### src/rtl/tdm_pkg.sv
// tdm_pkg: shared FSM states and frame sizing for tdm_demux.
// TDM_DEMUX_PARITY_EN adds one trailing XOR parity slot per frame.
package tdm_pkg;
  typedef enum logic {HUNT, LOCK} state_t;
`ifdef TDM_DEMUX_PARITY_EN
  localparam int EXTRA_SLOTS = 1;
`else
  localparam int EXTRA_SLOTS = 0;
`endif
  function automatic int frame_len(input int n_ch);
    return n_ch + EXTRA_SLOTS;
  endfunction
  function automatic int slot_w(input int len);
    return (len > 2) ? $clog2(len) : 1;
  endfunction
endpackage

### src/rtl/tdm_slot_counter.sv
// tdm_slot_counter: wrapping slot counter with load-to-1 on frame sync.
module tdm_slot_counter #(
  parameter int LEN = 4,
  parameter int SW  = 2
) (
  input  logic          clk,
  input  logic          rst,
  input  logic          i_en,
  input  logic          i_load,
  output logic [SW-1:0] o_slot,
  output logic          o_tc
);
  assign o_tc = o_slot == SW'(LEN - 1);
  always_ff @(posedge clk or posedge rst)
    if (rst) o_slot <= '0;
    else if (i_en) o_slot <= i_load ? SW'(1) : o_tc ? '0 : o_slot + SW'(1);
endmodule

### src/rtl/tdm_demux.sv
// tdm_demux: splits a round-robin TDM sample stream into per-channel registers.
// TDM_DEMUX_PARITY_EN appends a checked XOR parity slot and a parity_err pulse.
module tdm_demux
  import tdm_pkg::*;
#(
  parameter int N_CH = 4,
  parameter int W    = 8
) (
  input  logic            clk,
  input  logic            rst,
  input  logic [W-1:0]    in_data,
  input  logic            in_valid,
  input  logic            frame_sync,
  output logic [N_CH*W-1:0] out_data,
  output logic [N_CH-1:0] out_valid,
  output logic            frame_done,
  output logic            sync_err,
`ifdef TDM_DEMUX_PARITY_EN
  output logic            parity_err,
`endif
  output logic            locked
);
  localparam int LEN = frame_len(N_CH);
  localparam int SW  = slot_w(LEN);
  state_t r_state, w_next;
  logic [SW-1:0] w_slot, w_ch;
  logic w_tc, w_lock, w_accept, w_misalign, w_par_slot, w_wr, w_done;
  logic [N_CH*W-1:0] r_data;
  logic [N_CH-1:0] r_valid;
  logic r_done, r_err;
  assign w_lock     = r_state == LOCK;
  assign w_accept   = in_valid & (w_lock | frame_sync);
  assign w_misalign = in_valid & w_lock & frame_sync & (w_slot != '0);
  assign w_ch       = frame_sync ? '0 : w_slot;
  assign w_done     = in_valid & w_lock & ~frame_sync & w_tc;
`ifdef TDM_DEMUX_PARITY_EN
  assign w_par_slot = w_lock & ~frame_sync & (w_slot == SW'(N_CH));
`else
  assign w_par_slot = 1'b0;
`endif
  assign w_wr = w_accept & ~w_par_slot;
  tdm_slot_counter #(.LEN(LEN), .SW(SW)) u_cnt (
    .clk   (clk),
    .rst   (rst),
    .i_en  (w_accept),
    .i_load(frame_sync),
    .o_slot(w_slot),
    .o_tc  (w_tc)
  );
  always_comb begin
    w_next = r_state;
    if (in_valid & frame_sync) w_next = LOCK;
  end
  always_ff @(posedge clk or posedge rst) begin
    if (rst) begin
      r_state <= HUNT;
      r_data  <= '0;
      r_valid <= '0;
      r_done  <= 1'b0;
      r_err   <= 1'b0;
    end else begin
      r_state <= w_next;
      r_valid <= w_wr ? (N_CH'(1) << w_ch) : '0;
      r_done  <= w_done;
      r_err   <= w_misalign;
      if (w_wr) r_data[int'(w_ch)*W +: W] <= in_data;
    end
  end
`ifdef TDM_DEMUX_PARITY_EN
  logic [W-1:0] r_acc;
  logic r_perr;
  // Channel 0 restarts the running XOR so a resync discards the partial frame.
  always_ff @(posedge clk or posedge rst) begin
    if (rst) begin
      r_acc  <= '0;
      r_perr <= 1'b0;
    end else begin
      r_perr <= w_done & (in_data != r_acc);
      if (w_wr) r_acc <= (w_ch == '0) ? in_data : r_acc ^ in_data;
    end
  end
  assign parity_err = r_perr;
`endif
  assign out_data   = r_data;
  assign out_valid  = r_valid;
  assign frame_done = r_done;
  assign sync_err   = r_err;
  assign locked     = w_lock;
endmodule

### config.mk
export PLATFORM = sky130hd
export DESIGN_NAME = tdm_demux
export DESIGN_NICKNAME = d
export VERILOG_FILES = /design/src/rtl/tdm_pkg.sv /design/src/rtl/tdm_slot_counter.sv /design/src/rtl/tdm_demux.sv
export SDC_FILE = /design/constraint.sdc
export NUM_CORES = 1
export LEC_CHECK = 0
export CAP_MARGIN = 5
export CORE_MARGIN = 3
export CORE_UTILIZATION = 49
export CTS_BUF_LIST = sky130_fd_sc_hd__clkbuf_8
export DETAILED_ROUTE_END_ITERATION = 10
export PLACE_DENSITY = 0.82
export SLEW_MARGIN = 20
export SYNTH_ARGS = -nofsm -noshare
export SYNTH_HDL_FRONTEND = slang
export SYNTH_SLANG_ARGS = --single-unit
### constraint.sdc
create_clock -name clk -period 2.05 [get_ports clk]
set_input_delay 0.3075 -clock clk [delete_from_list [all_inputs] [get_ports clk]]
set_output_delay 0.3075 -clock clk [all_outputs]
set_load 0.005 [all_outputs]
==> results.md, run 1 <==
* Syn Std Cell Area at between 1500 and 2000 um^2
* Final critical-path required period at 1.98 ns
* Max_cap viols at 0
* Core area at 3440 um^2
* Synth Warn # at 0
* Die W at between 60 and 70 um
* R2r endpoint: out_data[19]
* Slew @ Worst Pin at roughly 0.50 ns
* DR vias/cell at 5.65
* IO Pins at 51
* Setup Crit Path Kind: in2reg
* Post-route ant nets at 0
* Required @ worst endpoint at 2.27 ns
* Overall Global Routing Usage at between 20% and 30%
* Fmax at 506 MHz
* Layout cells sized above 1 at 18.8%
* Post-route worst setup slack at between 0.07 and 0.08 ns
* DP HPWL at 3370 um
* Hold buffer count at CTS at 0
* Mean Syn Cell Area at approximately 12 um^2
* Layout fillers at ~220
* Cell count after placement at 255
* Synth Instances at around 150
* P_leak at 1.14 nW
* Adder-cell share of the synthesized area at approximately 6.3%
* Pwr dens at 763 nW/um^2
* Root Driver: clkbuf_8
* Global route overflow at 0
* First-pass GRT wire length at 7650 um
* Nets at about 240
* Final Hold Vio Count at 0
* Total iterations of the first detailed-routing run at 4
* Yosys reg bits at 41
* Netlist cell types at 26
* Clk_skew at 0.00613 ns
* Post-Synth XOR/XNOR Area at 0%
* Largest family of logic cells by synthesized area: compound AO/OA/AOI/OAI gates
* Proportion of synthesized area in mux cells at 0%
* I/O Buffers at 50
* Post-synthesis simple-gate area fraction at about an eighth
* Initial antenna violation count at 0
* Compound-cell area share of the yosys netlist at 22.1%
* Register area share after synthesis at a little under three fifths
* Vias after detailed routing at 1491
* Worst-case clock buffer depth at 2
* Antenna cells at 0
* Pin count of the biggest net entering global routing at 42
* Initial DRC count at 120
* Unrepaired setup endpoints after global routing: false
* Die H at 66.6 um
* Final setup fails at 0
* CTS tree: built
* Die Area at 4430 um^2
* Placement Setup Slack at -0.245 ns
* Avg WL per Cell at 17.6 um
* Status: complete, no violations
* Global placer's final weighted congestion at just under 0.9
* Post-Route WL at 4640 um
* Reg2reg path depth at 7
* Vias in the first global route at 1556
* Setup crit start kind: primary input
* Slew Limit Headroom at between 60% and 70%
* Peak supply drop at roughly 0.6 mV
* Syn Nets at 166
* Drt drc at 0
* CTS Buf Count at 5
* Row count at 21
* Worst r2r src: u_cnt.o_slot[1]
* Total power at approximately 0.0020 W
* Max H-tree Level at 2
* Hold Path Class: in2async
* Area Growth Syn to Fin at 44.6%
* Period Utilization, post-route at 96.4%
* WP data arrival at 2.20 ns
* Area share of the largest cell type after synthesis at a little under three fifths
* Synth top area cells: dfrtp_1 57%, o2bb2ai_1 7.8%, o2bb2ai_2 6.7%
* Fin Hold WS at 0.428 ns
* Setup TNS Final at 0 ns
* Worst-path clk slew at 0.07 ns
* CP endpoint kind: register
* Flop2flop setup slack at between 0.1 and 0.15 ns
* Post-synth top area cell: dfrtp_1
* Starting Density at a little over half
* Layout Cells excl Fill at 264
* Crit path max fanout at 8
* # clock sinks at 41
* Slew Viols, Final at 0
* Clock Latency Late Sink at 0.29 ns
worst max-delay path by stage:
stage / startpoint / end / depth (start not counted)
6_report: frame_sync / out_data[19] / 7
5_1_grt: frame_sync / out_data[18] / 7
4_1_cts: frame_sync / out_data[19] / 7
3_5_place_dp: frame_sync / out_data[19] / 7
3_3_place_gp: frame_sync / out_data[19] / 7
2_1_floorplan: frame_sync / out_data[16] / 7
power breakdown:
part           leakage [nW]  total (W)  internal [W]  switching (W)
Clock                0.0626   0.000660      0.000392       0.000269
Sequential            0.556   0.000910      0.000869      0.0000405
Combinational         0.517   0.000411      0.000229       0.000182
state kept, by name (all words and copies together) (netlist names):
register / count
frame_done: 1
locked: 1
out_data: 32
out_valid: 4
sync_err: 1
u_cnt.o_slot: 2
synthesized netlist by cell type:
cell,number
dfrtp_1,41
nand2_1,30
o2bb2ai_1,16
ha_1,9
a22o_1,8
o2bb2ai_2,8
inv_1,5
buf_2,3
nor3b_1,3
and2_1,2
inv_2,2
nand3_1,2
o211a_1,2
o21a_1,2
a21o_1,1
buf_4,1
nand2_2,1
nand2b_2,1
nand3b_1,1
nor2_1,1
nor3_1,1
nor3_4,1
o211ai_2,1
o21ai_0,1
o22ai_1,1
or4_1,1
placed cells by master, fill, tap and decap left out, types with 6 or more instances in the layout:
cell and n:
dfrtp_1 41, o2bb2ai_1 16, nand2_1 30, clkbuf_8 6
a22o_1 8, ha_1 9, clkdlybuf4s50_1 50, inv_1 6
buf_4 19, o2bb2ai_2 8
critical path, cell delays in order:
cell and delay [ns]:
clkdlybuf4s50_1 0.49, nor2_2 0.17, inv_1 0.12, ha_1 0.26
or4_1 0.52, buf_4 0.20, o2bb2ai_2 0.13
cell type report:
cell class / instances / area [um^2] / share of cell area [%]
Multi-Input combinational cell: 93 / 729 / 28.1
Inverter: 7 / 26.3 / 1.01
Clock inverter: 2 / 33.8 / 1.30
Timing Repair Buffer: 69 / 643 / 24.7
Clock buffer: 6 / 82.6 / 3.18
Tap cell: 46 / 57.6 / 2.21
Sequential cell: 41 / 1030 / 39.5
timing repair:
action                     CTS  global route
setup endpoints to repair    0            16
buffers inserted             0             1
gates resized for setup      0             2
per-stage QoR:
stage / area, um^2 / utilization (%)
after floorplan: 1800 / -
after global placement: 2470 / 71.7
after detailed placement: 2470 / 71.7
after CTS: 2580 / 75.1
after global routing: 2600 / 75.5
final: 2600 / 75.5
logic make-up after synthesis:
| logic type | Yosys count |
|---|---|
| compound gates | 40 |
| simple gates | 44 |
| flops | 41 |
| buf+inv | 11 |
| fa+ha+maj | 9 |
metal layers:
metal	vias up	routed length (um)	GRT usage [%]
li1	665	-	-
met1	755	1790	29.2
met2	58	2410	38.7
met3	13	334	6.07
met4	0	108	8.63
met5	-	0	0
(Power assumes the default switching activity.)
==> inputs of run 2 (changes only) <==
--- a/config.mk
+++ b/config.mk
@@ -7,5 +7,4 @@
 export LEC_CHECK = 0
 export CAP_MARGIN = 5
-export CORE_MARGIN = 3
 export CORE_UTILIZATION = 49
 export CTS_BUF_LIST = sky130_fd_sc_hd__clkbuf_8
==> constraint.sdc (replaced) <==
create_clock -name clk -period 2.05 [get_ports clk]
set_input_delay 0.3075 -clock clk [delete_from_list [all_inputs] [get_ports clk]]
set_output_delay 0.3075 -clock clk [all_outputs]
set_load 0.1 [all_outputs]
==> run 2 against run 1 <==
Global-route usage rose by 0.52 points. Critical endpoint is now out_data[23]. Final area fell by 6.1%. Non-clock buffer count fell by 3. Worst hold slack improved by 0.015 ns. Routed wire length fell by 7.6%. Total power rose by 9.1%. Sequential share of layout area rose by 2.5 points. Critical path type unchanged.
==> results.md, run 2 (synthesis results as in run 1) <==
* Status: complete, no violations (unchanged)
* Clock Latency Late Sink at 0.29 ns (about the same)
* Pwr dens at 885 nW/um^2 (was 763 nW/um^2)
* DP HPWL at 3140 um (was 3370 um)
* Slew @ Worst Pin at 0.496 ns (was 0.503 ns)
* Most frequent cells in the layout: 55 x buf_4, 41 x dfrtp_1, 30 x nand2_1 (was 50 x clkdlybuf4s50_1, 41 x dfrtp_1, 30 x nand2_1)
* Clk_skew at 0.00621 ns (was 0.00613 ns)
* Setup crit start kind: primary input (unchanged)
* Fmax at 497 MHz (was 506 MHz)
* GRT busiest layer: met2 (unchanged)
* Post-Route WL at 4290 um (was 4640 um)
* Layout Cells excl Fill at 259 (was 264)
* Total iterations of the first detailed-routing run at 4 (unchanged)
* Crit path max fanout at 8 (unchanged)
* Avg WL per Cell at 16.5 um (was 17.6 um)
* Met3 usage at 5.29% (was 6.07%)
* Vias in the first global route at 1475 (was 1556)
* DR vias/cell at 5.47 (was 5.65)
* Die Area at 3910 um^2 (was 4430 um^2)
* Max_cap viols at 0 (unchanged)
* Commonest non-fill, non-tap cell in the layout: buf_4 (was clkdlybuf4s50_1)
* I/O Buffers at 50 (unchanged)
* Worst-case clock buffer depth at 2 (unchanged)
* Slew Limit Headroom at 66.9% (was 66.5%)
* Peak supply drop at 0.476 mV (was 0.608 mV)
* Vias after detailed routing at 1416 (was 1491)
* Clk pwr share at 21.7% (was 33.3%)
* Comb power frac at 36.1% (was 20.8%)
* Final Hold Vio Count at 0 (unchanged)
* Int Power at 0.00129 W (was 0.00149 W)
* Root Driver: clkbuf_8 (unchanged)
* Slew Viols, Final at 0 (unchanged)
* First-pass GRT wire length at 7050 um (was 7650 um)
* Global placer's final weighted congestion at 0.936 (was 0.876)
* Setup TNS Final at 0 ns (unchanged)
* P_leak at 1.17 nW (was 1.14 nW)
* Net Sw Power at 0.000869 W (was 0.000491 W)
* Max reg flops at 32 (unchanged)
* CTS tree: built (unchanged)
* WP data arrival at 2.23 ns (was 2.20 ns)
* Die W at 62.6 um (was 66.6 um)
* Overall Global Routing Usage at 23.9% (was 23.3%)
* CP endpoint kind: register (unchanged)
* Antenna cells at 0 (unchanged)
* Switching Share at 40.2% (was 24.8%)
* Setup Crit Path Kind: in2reg (unchanged)
* Period Utilization, post-route at 98.1% (was 96.4%)
* Core area at 3420 um^2 (was 3440 um^2)
* Starting Density at 52.6% (was 52.2%)
* Hold Path Class: in2async (unchanged)
* Required @ worst endpoint at 2.27 ns (about the same)
* IO Pins at 51 (unchanged)
* Initial DRC count at 93 (was 120)
* Final critical-path required period at 2.01 ns (was 1.98 ns)
* # clock sinks at 41 (unchanged)
* Max H-tree Level at 2 (unchanged)
* Placement Setup Slack at -0.241 ns (was -0.245 ns)
* Area Growth Syn to Fin at 35.9% (was 44.6%)
* Post-route worst setup slack at 0.0395 ns (was 0.0731 ns)
* Layout cells sized above 1 at 36.6% (was 18.8%)
* Sequential Power Share at 42.2% (was 45.9%)
* Cell count after placement at 252 (was 255)
* CTS Buf Count at 5 (unchanged)
* GR Layer Usage met1 at 29.0% (was 29.2%)
* Pin count of the biggest net entering global routing at 42 (unchanged)
* Row count at 21 (unchanged)
* Post-route ant nets at 0 (unchanged)
* GR Util met2 at 40.1% (was 38.7%)
* Die H at 62.6 um (was 66.6 um)
* Drt drc at 0 (unchanged)
* Worst-path clk slew at 0.07 ns (about the same)
* Final setup fails at 0 (unchanged)
* Global route overflow at 0 (unchanged)
* Initial antenna violation count at 0 (unchanged)
* Nets at 235 (was 238)
[run 2: worst paths after layout]
path	depth (start not counted)	start	slack, ns	end
setup / recovery	7	frame_sync	0.04	out_data[23]
hold / removal	3	rst	0.44	out_valid[2]
setup reg to reg	7	u_cnt.o_slot[1]	0.15	out_data[23]
hold reg to reg	1	out_data[26]	0.49	out_data[26]
max in group asynchronous	3	rst	1.26	out_data[0]
min in group clk	1	out_data[26]	0.49	out_data[26]
[run 2: worst max-delay path, cell delays in order]
cell and delay, ns:
clkdlybuf4s50_1 0.47, nor2_2 0.23, inv_1 0.12, ha_1 0.27, or4_1 0.52, buf_4 0.20
o2bb2ai_2 0.12
[run 2: final cells by class]
type	count	area [um^2]
clock buffers	5	68.8
clock inverters	1	5.00
fillers	239	975
inverters	7	26.3
multi-input cells	93	734
flip-flops and latches	41	1030
well taps	46	57.6
repair buffers	66	523
[run 2: repair_timing]
action                                  in CTS  in global routing
setup buffers                                0                  1
hold endpoints to repair                     0                  0
endpoints found under the setup margin       0                 24
hold buffers                                 0                  0
gates resized for setup                      0                  3
[run 2: metal layers]
metal	share of wire (%)	routed length [um]
met5	0	0
met2	51	2170
met1	40	1710
met3	7.4	318
met4	1.9	82
[run 2: power by group through the flow]
stage,Clock (W),Sequential [W],Combinational [W]
detailed placement,0,0.000926,0.000772
finish,0.000470,0.000912,0.000780
global placement,0,0.000923,0.000755
global route,0.000512,0.000918,0.000813
CTS,0.000480,0.000911,0.000774
floorplan,0,0.00132,0.000170
[run 2: metrics by stage]
| step | utilization, % | hold slack (ns) | area, um^2 | power (W) |
|---|---|---|---|---|
| CTS | 70.9 | 0.464 | 2420 | 0.00216 |
| global route | 71.5 | 0.517 | 2440 | 0.00224 |
| floorplan | - | 0.436 | 1800 | 0.00149 |
| finish | 71.5 | 0.443 | 2440 | 0.00216 |
| global placement | 68.7 | 0.471 | 2350 | 0.00168 |
| detailed placement | 68.7 | 0.479 | 2350 | 0.00170 |
==> inputs of run 3 (changes only) <==
- SLEW_MARGIN: 20 -> unset
==> results of run 3 <==
No change in the layout: final DEF, timing and power equal those of run 2.
==> RTL change: new RTL, settings of run 2 <==
Add a define of `TDM_DEMUX_PARITY_EN`.
--- a/src/rtl/tdm_pkg.sv
+++ b/src/rtl/tdm_pkg.sv
@@ -1,5 +1,7 @@
 // tdm_pkg: shared FSM states and frame sizing for tdm_demux.
 // TDM_DEMUX_PARITY_EN adds one trailing XOR parity slot per frame.
+`define TDM_DEMUX_PARITY_EN
+
 package tdm_pkg;
   typedef enum logic {HUNT, LOCK} state_t;
 `ifdef TDM_DEMUX_PARITY_EN
Check against the original RTL (old outputs only; new: parity_err): not equivalent (Yosys sat finds a counterexample within 10 cycles, from zero or initial values and one cycle with rst high).
==> RTL change against run 2 <==
- sequential cell count up 10
- cell area rose by 32%
- die area grew 36%
- synthesized cell count is 39% higher
- cell count grew 31%
- setup slack improved by 67 ps
- routed wire length increased by 17%
- area after synthesis grew 37%
Power is left out: the tool's default activity adds up to more than one toggle a clock period on the data nets, which glitch-free logic cannot reach.
==> RTL change: results (changes against run 2) <==
- The flow ran to the end, and the final reports show no timing, DRC or antenna violations.
- The distinct cell type count after synthesis is 39 (+50%).
- The port buffer count is 51 (+2.0%).
- The number of design-rule violations left by the first detailed-router iteration is 78 (-16%).
- The synthesized netlist net count is 220 (+33%).
- The number of buffers created by CTS is 5 (unchanged).
- The maximum number of pins on one net before global-route repair is 52 (+24%).
- The maximum number of buffers from clock root to sink is 2 (unchanged).
- The detailed-router iteration count before antenna repair came to 4 (unchanged).
- The endpoint of the most critical setup path is out_data[5]$_DFFE_PP0P_.
- The post-synthesis cell area was 2460 µm² (+37%).
- The clock root buffer is sky130_fd_sc_hd__clkbuf_8.
- The async set-reset flop share out of synthesis came to 100% (unchanged).
- The global-route wire length before repair is 8020 µm (+14%).
- The share of the yosys chip area belonging to registers is 51.8% (-5.3 points).
- The flop-to-flop setup slack is 110 ps (-40 ps).
- The layout cell share with drive strength beyond 1 is 41.3% (+4.7 points).
- The cell with the largest stage delay on the worst path is sky130_fd_sc_hd__dfrtp_1.
- The final weighted congestion in routability-driven placement is 0.815 (-13%).
- The post-route clock skew came to 7.50 ps (+1.29 ps).
- The beginning of the critical path is u_cnt.o_slot[1]$_DFFE_PP0P_.
- The number of fill cells came to 373 (+56%).
- Ranked by instance count, the synthesized netlist is headed by sky130_fd_sc_hd__dfrtp_1, sky130_fd_sc_hd__inv_1, sky130_fd_sc_hd__mux2_2, sky130_fd_sc_hd__a21oi_1, sky130_fd_sc_hd__nand2_1.
- The logic depth of the worst register-to-register path is 7 (unchanged).
- The most frequently used flop master after synthesis is sky130_fd_sc_hd__dfrtp_1.
- Yosys attributes the largest share of cell area to sky130_fd_sc_hd__dfrtp_1, sky130_fd_sc_hd__mux2_2, sky130_fd_sc_hd__mux2i_1.
- The largest stage delay on the critical path is 470 ps (-50 ps).
- The worst slew margin relative to its limit came to 76.0% (+9.1 points).
- The post-CTS clock slew at the launch and capture registers of the worst setup and hold paths is 100 ps (+30 ps).
- The vias after detailed routing was 1742 (+23%).
- The dominant delay contributor by cell family on the critical path is flip-flops.
- The maximum fanout along the worst path is 8 (unchanged).
- The number of nets in the finished design is 289 (+23%).
- The half-perimeter wire length of the detailed placement result came to 3670 µm (+17%).
- The total inserted antenna cells came to 0 (unchanged).
- The number of warning messages in the yosys log was 0 (unchanged).
- The average routed wire per standard cell is 14.9 µm (-10%).
- The standard cell area after detailed placement was 3110 µm² (+32%).
- The arrival time of data at the critical path endpoint is 2140 ps (-90 ps).
- The source-to-sink clock delay at the later pin of the worst-skew pair was 310 ps (+20 ps).
- The aggregate global-route resource usage was 20.0% (-3.9 points).
[RTL change: cell families (layout without fill, tap and decap cells)]
family	after synthesis	after routing	share of synthesized area (%)
flip-flops	51	51	51.8
AND/OR/NAND/NOR	40	40	10.4
multiplexers	37	37	17.5
buffers and inverters	30	100	6.35
AO/OA/AOI/OAI	28	28	7.52
XOR/XNOR	8	8	2.85
adder cells (fa/ha/maj)	7	7	3.56
[RTL change: final cells by class]
type / instances / area, µm² / area share [%]
inverters: 19 / 71.3 / 2.21
clock buffers: 6 / 82.6 / 2.56
well taps: 67 / 83.8 / 2.59
flip-flops and latches: 51 / 1280 / 39.5
clock inverters: 2 / 38.8 / 1.20
multi-input cells: 120 / 1070 / 33.2
repair buffers: 73 / 603 / 18.7
[RTL change: through the flow]
step                      cells  setup WS [ps]  hold WS [ps]  util (%)  setup TNS [ps]
after floorplan             201          -25.4           406         -            -178
after global placement      330           -273           491      64.9           -6840
after detailed placement    330           -337           497      64.9           -8480
after CTS                   338           9.06           368      67.5               0
after global routing        338           21.1           387      67.5               0
final                       338            107           359      67.5               0
[RTL change: layer usage]
metal	vias up	global-route usage (%)	wire length [µm]
met1	868	28.5	2460
met3	5	3.45	189
met5	-	0	0
met2	49	30.9	2340
met4	0	6.75	44
li1	820	-	-
[RTL change: tightest hold or removal path: cells and delay by family]
kind	cells	cell delay [ps]
buffers and inverters	3	740
[RTL change: repair_timing]
action / 4_1_cts / 5_1_grt
gates resized for setup: 0 / 1
endpoints found under the hold margin: 0 / 0
endpoints found under the setup margin: 0 / 9
